[config.mk]
export PLATFORM = sky130hd
export DESIGN_NAME = shift_sequencer
export DESIGN_NICKNAME = d
export VERILOG_FILES = /design/src/rtl/shift_sequencer_pkg.sv /design/src/rtl/shift_sequencer_stage_mux.sv /design/src/rtl/shift_sequencer.sv
export SDC_FILE = /design/constraint.sdc
export NUM_CORES = 1
export LEC_CHECK = 0
export BUFFER_PORTS_ARGS = -buffer_cell sky130_fd_sc_hd__buf_2
export CORE_UTILIZATION = 52
export CTS_CLUSTER_SIZE = 28
export DETAILED_ROUTE_END_ITERATION = 10
export PLACE_DENSITY_LB_ADDON = 0.25
export SETUP_SLACK_MARGIN = 0.2
export SLEW_MARGIN = 40
export SYNTH_ARGS = -nofsm -noshare
export SYNTH_HDL_FRONTEND = slang
export SYNTH_SLANG_ARGS = --single-unit
export TNS_END_PERCENT = 20
[constraint.sdc]
create_clock -name clock -period 2.4 [get_ports clock]
set_clock_uncertainty 0.1 [all_clocks]
set_input_delay 0.12 -clock clock [delete_from_list [all_inputs] [get_ports clock]]
set_output_delay 0.12 -clock clock [all_outputs]
set_load 0.005 [all_outputs]
[src/rtl/shift_sequencer_pkg.sv]
// Shared ALU shift definitions: operation encodings, sequencer states and data width.
package shift_sequencer_pkg;

    localparam int SEQ_WIDTH = 32;

    typedef enum logic [1:0] {
        SHIFT_SLL  = 2'b00,
        SHIFT_SRL  = 2'b01,
        SHIFT_SRA  = 2'b10,
        SHIFT_PASS = 2'b11
    } shift_op_e;

    typedef enum logic [1:0] {
        ST_IDLE  = 2'b00,
        ST_SHIFT = 2'b01,
        ST_DONE  = 2'b10
    } state_e;

    // Stages are walked from the largest distance (16) down to 1.
    localparam logic [2:0] IDX_FIRST = 3'd4;

endpackage

[src/rtl/shift_sequencer_stage_mux.sv]
// One shared power-of-two shift stage: shifts data by 2^idx per op when en, else passes data.
module shift_stage_mux
    import shift_sequencer_pkg::*;
(
    input  logic [31:0] data_i,
    input  logic [1:0]  op_i,
    input  logic [2:0]  idx_i,
    input  logic        en_i,
    output logic [31:0] data_o
);

    logic [31:0] sll_v;
    logic [31:0] srl_v;
    logic [31:0] sra_v;

    // Fixed-distance wiring per stage; SRA replicates the currently held sign bit.
    always_comb begin
        sll_v = data_i;
        srl_v = data_i;
        sra_v = data_i;
        case (idx_i)
            3'd0: begin
                sll_v = {data_i[30:0], 1'b0};
                srl_v = {1'b0, data_i[31:1]};
                sra_v = {data_i[31], data_i[31:1]};
            end
            3'd1: begin
                sll_v = {data_i[29:0], 2'b00};
                srl_v = {2'b00, data_i[31:2]};
                sra_v = {{2{data_i[31]}}, data_i[31:2]};
            end
            3'd2: begin
                sll_v = {data_i[27:0], 4'h0};
                srl_v = {4'h0, data_i[31:4]};
                sra_v = {{4{data_i[31]}}, data_i[31:4]};
            end
            3'd3: begin
                sll_v = {data_i[23:0], 8'h00};
                srl_v = {8'h00, data_i[31:8]};
                sra_v = {{8{data_i[31]}}, data_i[31:8]};
            end
            3'd4: begin
                sll_v = {data_i[15:0], 16'h0000};
                srl_v = {16'h0000, data_i[31:16]};
                sra_v = {{16{data_i[31]}}, data_i[31:16]};
            end
            default: begin
                sll_v = data_i;
                srl_v = data_i;
                sra_v = data_i;
            end
        endcase
    end

    always_comb begin
        data_o = data_i;
        if (en_i) begin
            case (op_i)
                SHIFT_SLL: data_o = sll_v;
                SHIFT_SRL: data_o = srl_v;
                SHIFT_SRA: data_o = sra_v;
                default:   data_o = data_i;
            endcase
        end
    end

endmodule

[src/rtl/shift_sequencer.sv]
// Multi-cycle SLL/SRL/SRA unit: five shared-stage passes (16,8,4,2,1), one per clock.
module shift_sequencer
    import shift_sequencer_pkg::*;
#(
    parameter int WIDTH = SEQ_WIDTH
) (
    input  logic             clock,
    input  logic             reset_n,
    input  logic             start,
    output logic             in_ready,
    input  logic [1:0]       op,
    input  logic [WIDTH-1:0] A,
    input  logic [4:0]       shamt,
    input  logic             flush,
    output logic             out_valid,
    input  logic             out_ready,
    output logic [WIDTH-1:0] result
);

    // Handshake: a shift is accepted on an edge with start && in_ready && !flush; the
    // result is taken on an edge with out_valid && out_ready. in_ready/out_valid come
    // from registered state only; flush returns to IDLE and drops any pending result.

    state_e      state_q, state_d;
    logic [31:0] work_q, work_d;
    logic [1:0]  op_q, op_d;
    logic [4:0]  shamt_q, shamt_d;
    logic [2:0]  idx_q, idx_d;

    logic [7:0]  shamt_ext;
    logic        stage_en;
    logic [31:0] stage_out;

    assign shamt_ext = {3'b000, shamt_q};
    assign stage_en  = shamt_ext[idx_q];

    shift_stage_mux u_stage (
        .data_i (work_q),
        .op_i   (op_q),
        .idx_i  (idx_q),
        .en_i   (stage_en),
        .data_o (stage_out)
    );

    always_ff @(posedge clock or negedge reset_n) begin
        if (!reset_n) begin
            state_q <= ST_IDLE;
            work_q  <= '0;
            op_q    <= '0;
            shamt_q <= '0;
            idx_q   <= '0;
        end else begin
            state_q <= state_d;
            work_q  <= work_d;
            op_q    <= op_d;
            shamt_q <= shamt_d;
            idx_q   <= idx_d;
        end
    end

    always_comb begin
        state_d = state_q;
        work_d  = work_q;
        op_d    = op_q;
        shamt_d = shamt_q;
        idx_d   = idx_q;
        if (flush) begin
            state_d = ST_IDLE;
        end else begin
            case (state_q)
                ST_IDLE: begin
                    if (start) begin
                        work_d  = A;
                        op_d    = op;
                        shamt_d = shamt;
                        idx_d   = IDX_FIRST;
                        state_d = ST_SHIFT;
                    end
                end
                ST_SHIFT: begin
                    work_d = stage_out;
                    idx_d  = idx_q - 3'd1;
                    if (idx_q == 3'd0) begin
                        state_d = ST_DONE;
                    end
                end
                ST_DONE: begin
                    if (out_ready) begin
                        state_d = ST_IDLE;
                    end
                end
                default: state_d = ST_IDLE;
            endcase
        end
    end

    assign in_ready  = (state_q == ST_IDLE);
    assign out_valid = (state_q == ST_DONE);
    assign result    = work_q;

endmodule

; ---- After elaboration in Yosys (flattened, before gate mapping)
; Cells that the tools add are included.
[word_totals]
reg_bits = 44
input_bits = 44
wordCells = 53
[classes]
mux = 16
bitwise_logic = 1
add_sub_neg = 1
order_cmp = 1
reduce_logical = 9
n_eq_ne = 19
[op_table]
columns = cell, n
row1 = 32-bit one-hot mux with 5 select lines, 2
row2 = 31-bit one-hot mux with 5 select lines, 1
row3 = 32-bit one-hot mux with 3 select lines, 1
row4 = 32-bit two-way mux, 2
row5 = 32-bit one-hot mux with 2 select lines, 1
row6 = 7-bit != test (second input constant), 3
row7 = 8-bit AND reduction, 2
row8 = 3-bit AND reduction, 3
row9 = 2-bit two-way mux, 4
row10 = 3-bit by 2-bit == test with 1-bit output (second input constant), 2
row11 = 2-bit != test (second input constant), 3
row12 = 3-bit by 2-bit != test with 1-bit output (second input constant), 2
row13 = 2-bit one-hot mux with 3 select lines, 1
row14 = 3-bit one-hot mux with 2 select lines, 1
row15 = 2-bit by 1-bit == test with 1-bit output (second input constant), 2
row16 = 2-bit == test (second input constant), 2
row17 = 2-bit logical NOT, 2
row18 = 3-bit by 4-bit less-than comparator with 1-bit output (second input constant), 1
row19 = 4-bit by 1-bit != test with 1-bit output (second input constant), 1
row20 = 1-bit binary-select mux with 3-bit select, 1
row21 = 3-bit by 1-bit == test with 1-bit output (second input constant), 1
row22 = 3-bit == test (second input constant), 1
row23 = 3-bit logical NOT, 1
row24 = 3-bit two-way mux, 1
row25 = other kinds (6), 6

; ---- Depth between registers and ports, before layout
[depth]
ltp_word = 5
ltp_mapped = 10
mapped_depth_nobuf = 7

; ---- By module
; From an unflattened synthesis, not the netlist that was laid out.
[hier_totals]
hier_cells = 604
area_unflattened_um2 = 5023.6
[by_module_without_submodules]
columns = mod, cells_per_inst, area_per_inst_um2, seq_area_each_um2, instances
row1 = shift_stage_mux, 413, 2876.5, 0.0, 1
row2 = shift_sequencer, 191, 2147.1, 1101.1, 1

; ---- Least setup slack after synthesis
; OpenSTA, ideal clock, no wires.
[synth_path]
path_type = register to register
start = register idx_q[0]
end = register work_q[24] (netlist: result[24])
setup_slack_ns = 0.103
n_path_buf = 2
stages_incl_launch_ff = 10
required_ns = 2.175
arrival_time_ns = 2.072
cell_sequence = dfrtp_1 > inv_1 > ha_1 > buf_2 > or4_4 > buf_6 > a21o_1 > o311ai_1 > a31oi_1 > mux2_2
[synth_between]
elab_chain_len = 5
word_cells_on_any_way = 18
[synth_lines]
columns = element, line_no
row1 = "start, declared", shift_sequencer.sv:28  ; logic [2:0] idx_q, idx_d;
row2 = "start signal, assigned", shift_sequencer.sv:57  ; idx_q <= idx_d;
row3 = "3-bit == test, or another cell as far along", shift_sequencer_stage_mux.sv:21  ; case (idx_i)
row4 = 31-bit one-hot mux with 5 select lines / 32-bit one-hot mux with 5 select lines (equally long branches), shift_sequencer_stage_mux.sv:21
row5 = 32-bit one-hot mux with 3 select lines, shift_sequencer_stage_mux.sv:58  ; case (op_i)
row6 = 32-bit two-way mux, shift_sequencer_stage_mux.sv:57  ; if (en_i) begin
row7 = 32-bit one-hot mux with 2 select lines, shift_sequencer.sv:70  ; case (state_q)
row8 = "end signal, assigned", shift_sequencer.sv:54  ; work_q <= work_d;
row9 = "end, declared", shift_sequencer.sv:25  ; logic [31:0] work_q, work_d;
; Several ways; a longest one is shown, not always the timed one. The select of a mux whose other input is x is not followed.
; A chain may end at the register's enable or synchronous reset.

; ---- Worst setup path in the final report
[layout_path]
start = register idx_q[0]
end = register work_q[4] (netlist: result[4])
; The elaborated chain is that of the path after synthesis.

==> impl_metrics.yaml <==
clocking:
  numCtsBuffers: 5
  cts_sinks: 44
  clk_latency_ns: 0.31
  cts_tree: "built"
  cts.reportedPaths.clkPinSlew_ns: 0.10
  clockBufferDepth: 2
  cts_root_buf: "clkbuf_8"
  htreeDepth: 2
outcome:
  outcome: "finished, final reports clean"
route:
  dr_total_vias: 5219
  drtIter0Drc: 944
  wl_per_cell_um: 24.4
  wl_mm: 17.5
  vias_per_cell: 7.27
  dr.pass1.iters: 8
  drc: 0
  antenna_left: 0
timing:
  hold_viol_final: 0
  slew_viol_final: 0
  setup-violations-final: 0
  worstMarginPinSlew_ns: 0.542
  rsz0062_at_grt: "yes"
  fin_ws_ns: 0.00766
  max_freq_mhz: 418
  min_period_ns: 2.39
  final.period_utilization_pct: 99.7
  relSlewSlack_pct: 63.9
  worst_hold_slack_ns: 0.0288
  tns_ns: 0
placement:
  dpl_worst_slack_ns: -0.00625
  placed_area_um2: 4890
  dp_hpwl_mm: 10.9
  gp_congestion: 0.952
  dpl.cell_count: 680
  port_buffers: 77
synth:
  synth_cell_types: 52
  synth_top_area_share_pct: 25.3
  synth-async-reset-ratio_pct: 100
  synthTopCellsByCount: "53 x a21oi_1, 49 x nand2_1, 44 x dfrtp_1, 36 x mux2_2"
  synth_top_cell_by_area: "dfrtp_1"
  ys.flop_type: "dfrtp_1"
  netlist_area_um2: 4350
  synth_edf_count: 0
  avgSynthCellArea_um2: 8.02
  yosysWarningCount: 0
  ys_seq_elements: 44
  yosysMostFrequentCell: "a21oi_1"
  synth_nets: 594
  synth_cells: 542
  synthTopCellsByArea: "dfrtp_1 25%, mux2_2 9.3%, a21oi_1 6.1%, o221ai_1 5.6%, a22oi_1 5.0%"
  yosysSeqAreaShare_pct: 25.3
grt:
  grt_pass1_wl_mm: 26.0
  antenna_found_initial: 0
  grt_usage_pct: 38.7
  grt_max_degree: 42
  overflow: 0
  grt_pass1_vias: 4757
power:
  p_seq_share_pct: 26.4
  internal_power_mw: 3.75
  swShare_pct: 52.8
  power_switching_mw: 4.20
  p_clk_share_pct: 6.5
  p_leak_nw: 2.24
  p_per_area_nw_per_um2: 1430
  ir_drop_mv: 0.914
  comb_power_share_pct: 67.1
floorplanning:
  rows: 32
  core-area_um2: 7890
  dieArea_um2: 8730
  start_util_pct: 55.1
  die_x_um: 93.4
  num_io_pins: 78
  die_h_um: 93.4
cells_and_area:
  stdcell_area_um2: 5540
  seq_area_um2: 1100
  fillCellCount: 623
  final_cells: 718
  diodes: 0
  drive_gt1_share_pct: 34.6
  synthToLayoutAreaGrowth_pct: 27.5
  nets: 667
  multi_input_comb_area_um2: 3090
flow_run:
  max_cap_violations: 0
critical_path:
  critical_path_class: "reg2reg"
  worst-path-max-fanout: 7
  arrival_ns: 2.50
  cp-end-kind: "flip-flop"
  cp-start-kind: "flip-flop"
  required_ns: 2.51
min_path:
  hp-class: "in2reg"
==> metrics by stage <==
step | power, mW | utilization (%)
after global placement | 6.40 | 62.0
final | 7.95 | 70.3
after CTS | 7.05 | 64.8
after floorplan | 4.77 | -
after global routing | 8.25 | 70.3
after detailed placement | 6.45 | 62.0
==> worst max-delay path: stages (launching register included) <==
cell and delay (ns):
dfrtp_2 0.48, inv_4 0.11, ha_4 0.18, or3_4 0.16, a21oi_4 0.05, a311o_2 0.40
nor2_4 0.17, buf_6 0.15, clkbuf_16 0.17, mux2_4 0.30
==> area by class of cell <==
class	count	area share, %
Clock inverter	3	0.429
Timing Repair Buffer	142	19.6
Sequential cell	44	19.9
Inverter	8	0.632
Multi-Input combinational cell	414	55.8
Clock buffer	5	1.24
Tap cell	102	2.30
==> worst paths after layout <==
| kind | from | cells past startpoint | to | slack, ns |
|---|---|---|---|---|
| max | idx_q[0]$_DFFE_PN0P_ | 9 | result[4]$_DFFE_PN0P_ | 0.008 |
| min | out_ready | 4 | state_q[1]$_DFFE_PN0P_ | 0.03 |
| max reg2reg | idx_q[0]$_DFFE_PN0P_ | 9 | result[4]$_DFFE_PN0P_ | 0.008 |
| min reg2reg | shamt_q[4]$_DFFE_PN0P_ | 1 | shamt_q[4]$_DFFE_PN0P_ | 0.43 |
| max in group asynchronous | reset_n | 3 | result[16]$_DFFE_PN0P_ | 1.50 |
| min in group asynchronous | reset_n | 2 | result[6]$_DFFE_PN0P_ | 0.11 |
==> flip-flops by register name, indices dropped and copies added, names as in the netlist <==
signal / flops
result: 32
shamt_q: 5
idx_q: 3
op_q: 2
state_q: 2
==> kinds of logic after synthesis <==
kind of cell | after synthesis | share of synthesized area (%)
and+or+nand+nor | 126 | 13.9
muxes | 40 | 10.2
adders and majority gates | 8 | 2.30
AOI/OAI and AO/OA | 239 | 38.7
buffers and inverters | 85 | 9.47
DFF | 44 | 25.3
==> layer usage <==
layer / share of wire, % / vias to the layer above / global-route usage, % / wire (um)
met5: 0 / - / 0 / 0
met4: 6.3 / 0 / 17.1 / 1100
met3: 13 / 127 / 7.24 / 2360
met2: 44 / 450 / 60.8 / 7610
met1: 37 / 2404 / 51.6 / 6410
li1: - / 2238 / - / -
==> cell usage in the layout, fill, tap and decap left out, drive strengths merged, types with 5 or more instances in the layout <==
| cell | netlist | routed |
|---|---|---|
| nor2 | 34 | 34 |
| o221ai | 28 | 28 |
| a21boi | 11 | 11 |
| a21oi | 54 | 54 |
| a31oi | 15 | 15 |
| buf | 44 | 131 |
| nor2b | 5 | 5 |
| a21o | 6 | 6 |
| o21ai | 29 | 29 |
| dlygate4sd3 | 0 | 9 |
| dfrtp | 44 | 44 |
| a222oi | 13 | 13 |
| o2bb2ai | 12 | 12 |
| nand2 | 49 | 49 |
| nand3 | 13 | 13 |
| a22oi | 29 | 29 |
| o211ai | 6 | 6 |
| mux2 | 36 | 36 |
| ha | 8 | 8 |
| clkbuf | 33 | 7 |
| inv | 8 | 8 |
| a22o | 5 | 5 |
| nor3 | 6 | 6 |
==> power by group through the flow <==
| stage | registers, mW | clock network (mW) | logic, mW |
|---|---|---|---|
| finish | 2.10 | 0.519 | 5.33 |
| global route | 2.07 | 0.543 | 5.64 |
| CTS | 1.94 | 0.517 | 4.59 |
| detailed placement | 1.96 | 0 | 4.50 |
| global placement | 1.95 | 0 | 4.44 |
| floorplan | 1.36 | 0 | 3.41 |
==> repair_timing <==
action	in CTS	in global routing
pin swaps	2	10
cloned	0	3
hold buffers	9	0
hold endpoints to repair	52	0
setup buffers	2	16
gates resized for setup	7	57
setup endpoints to repair	31	32
(Power assumes the default switching activity.)
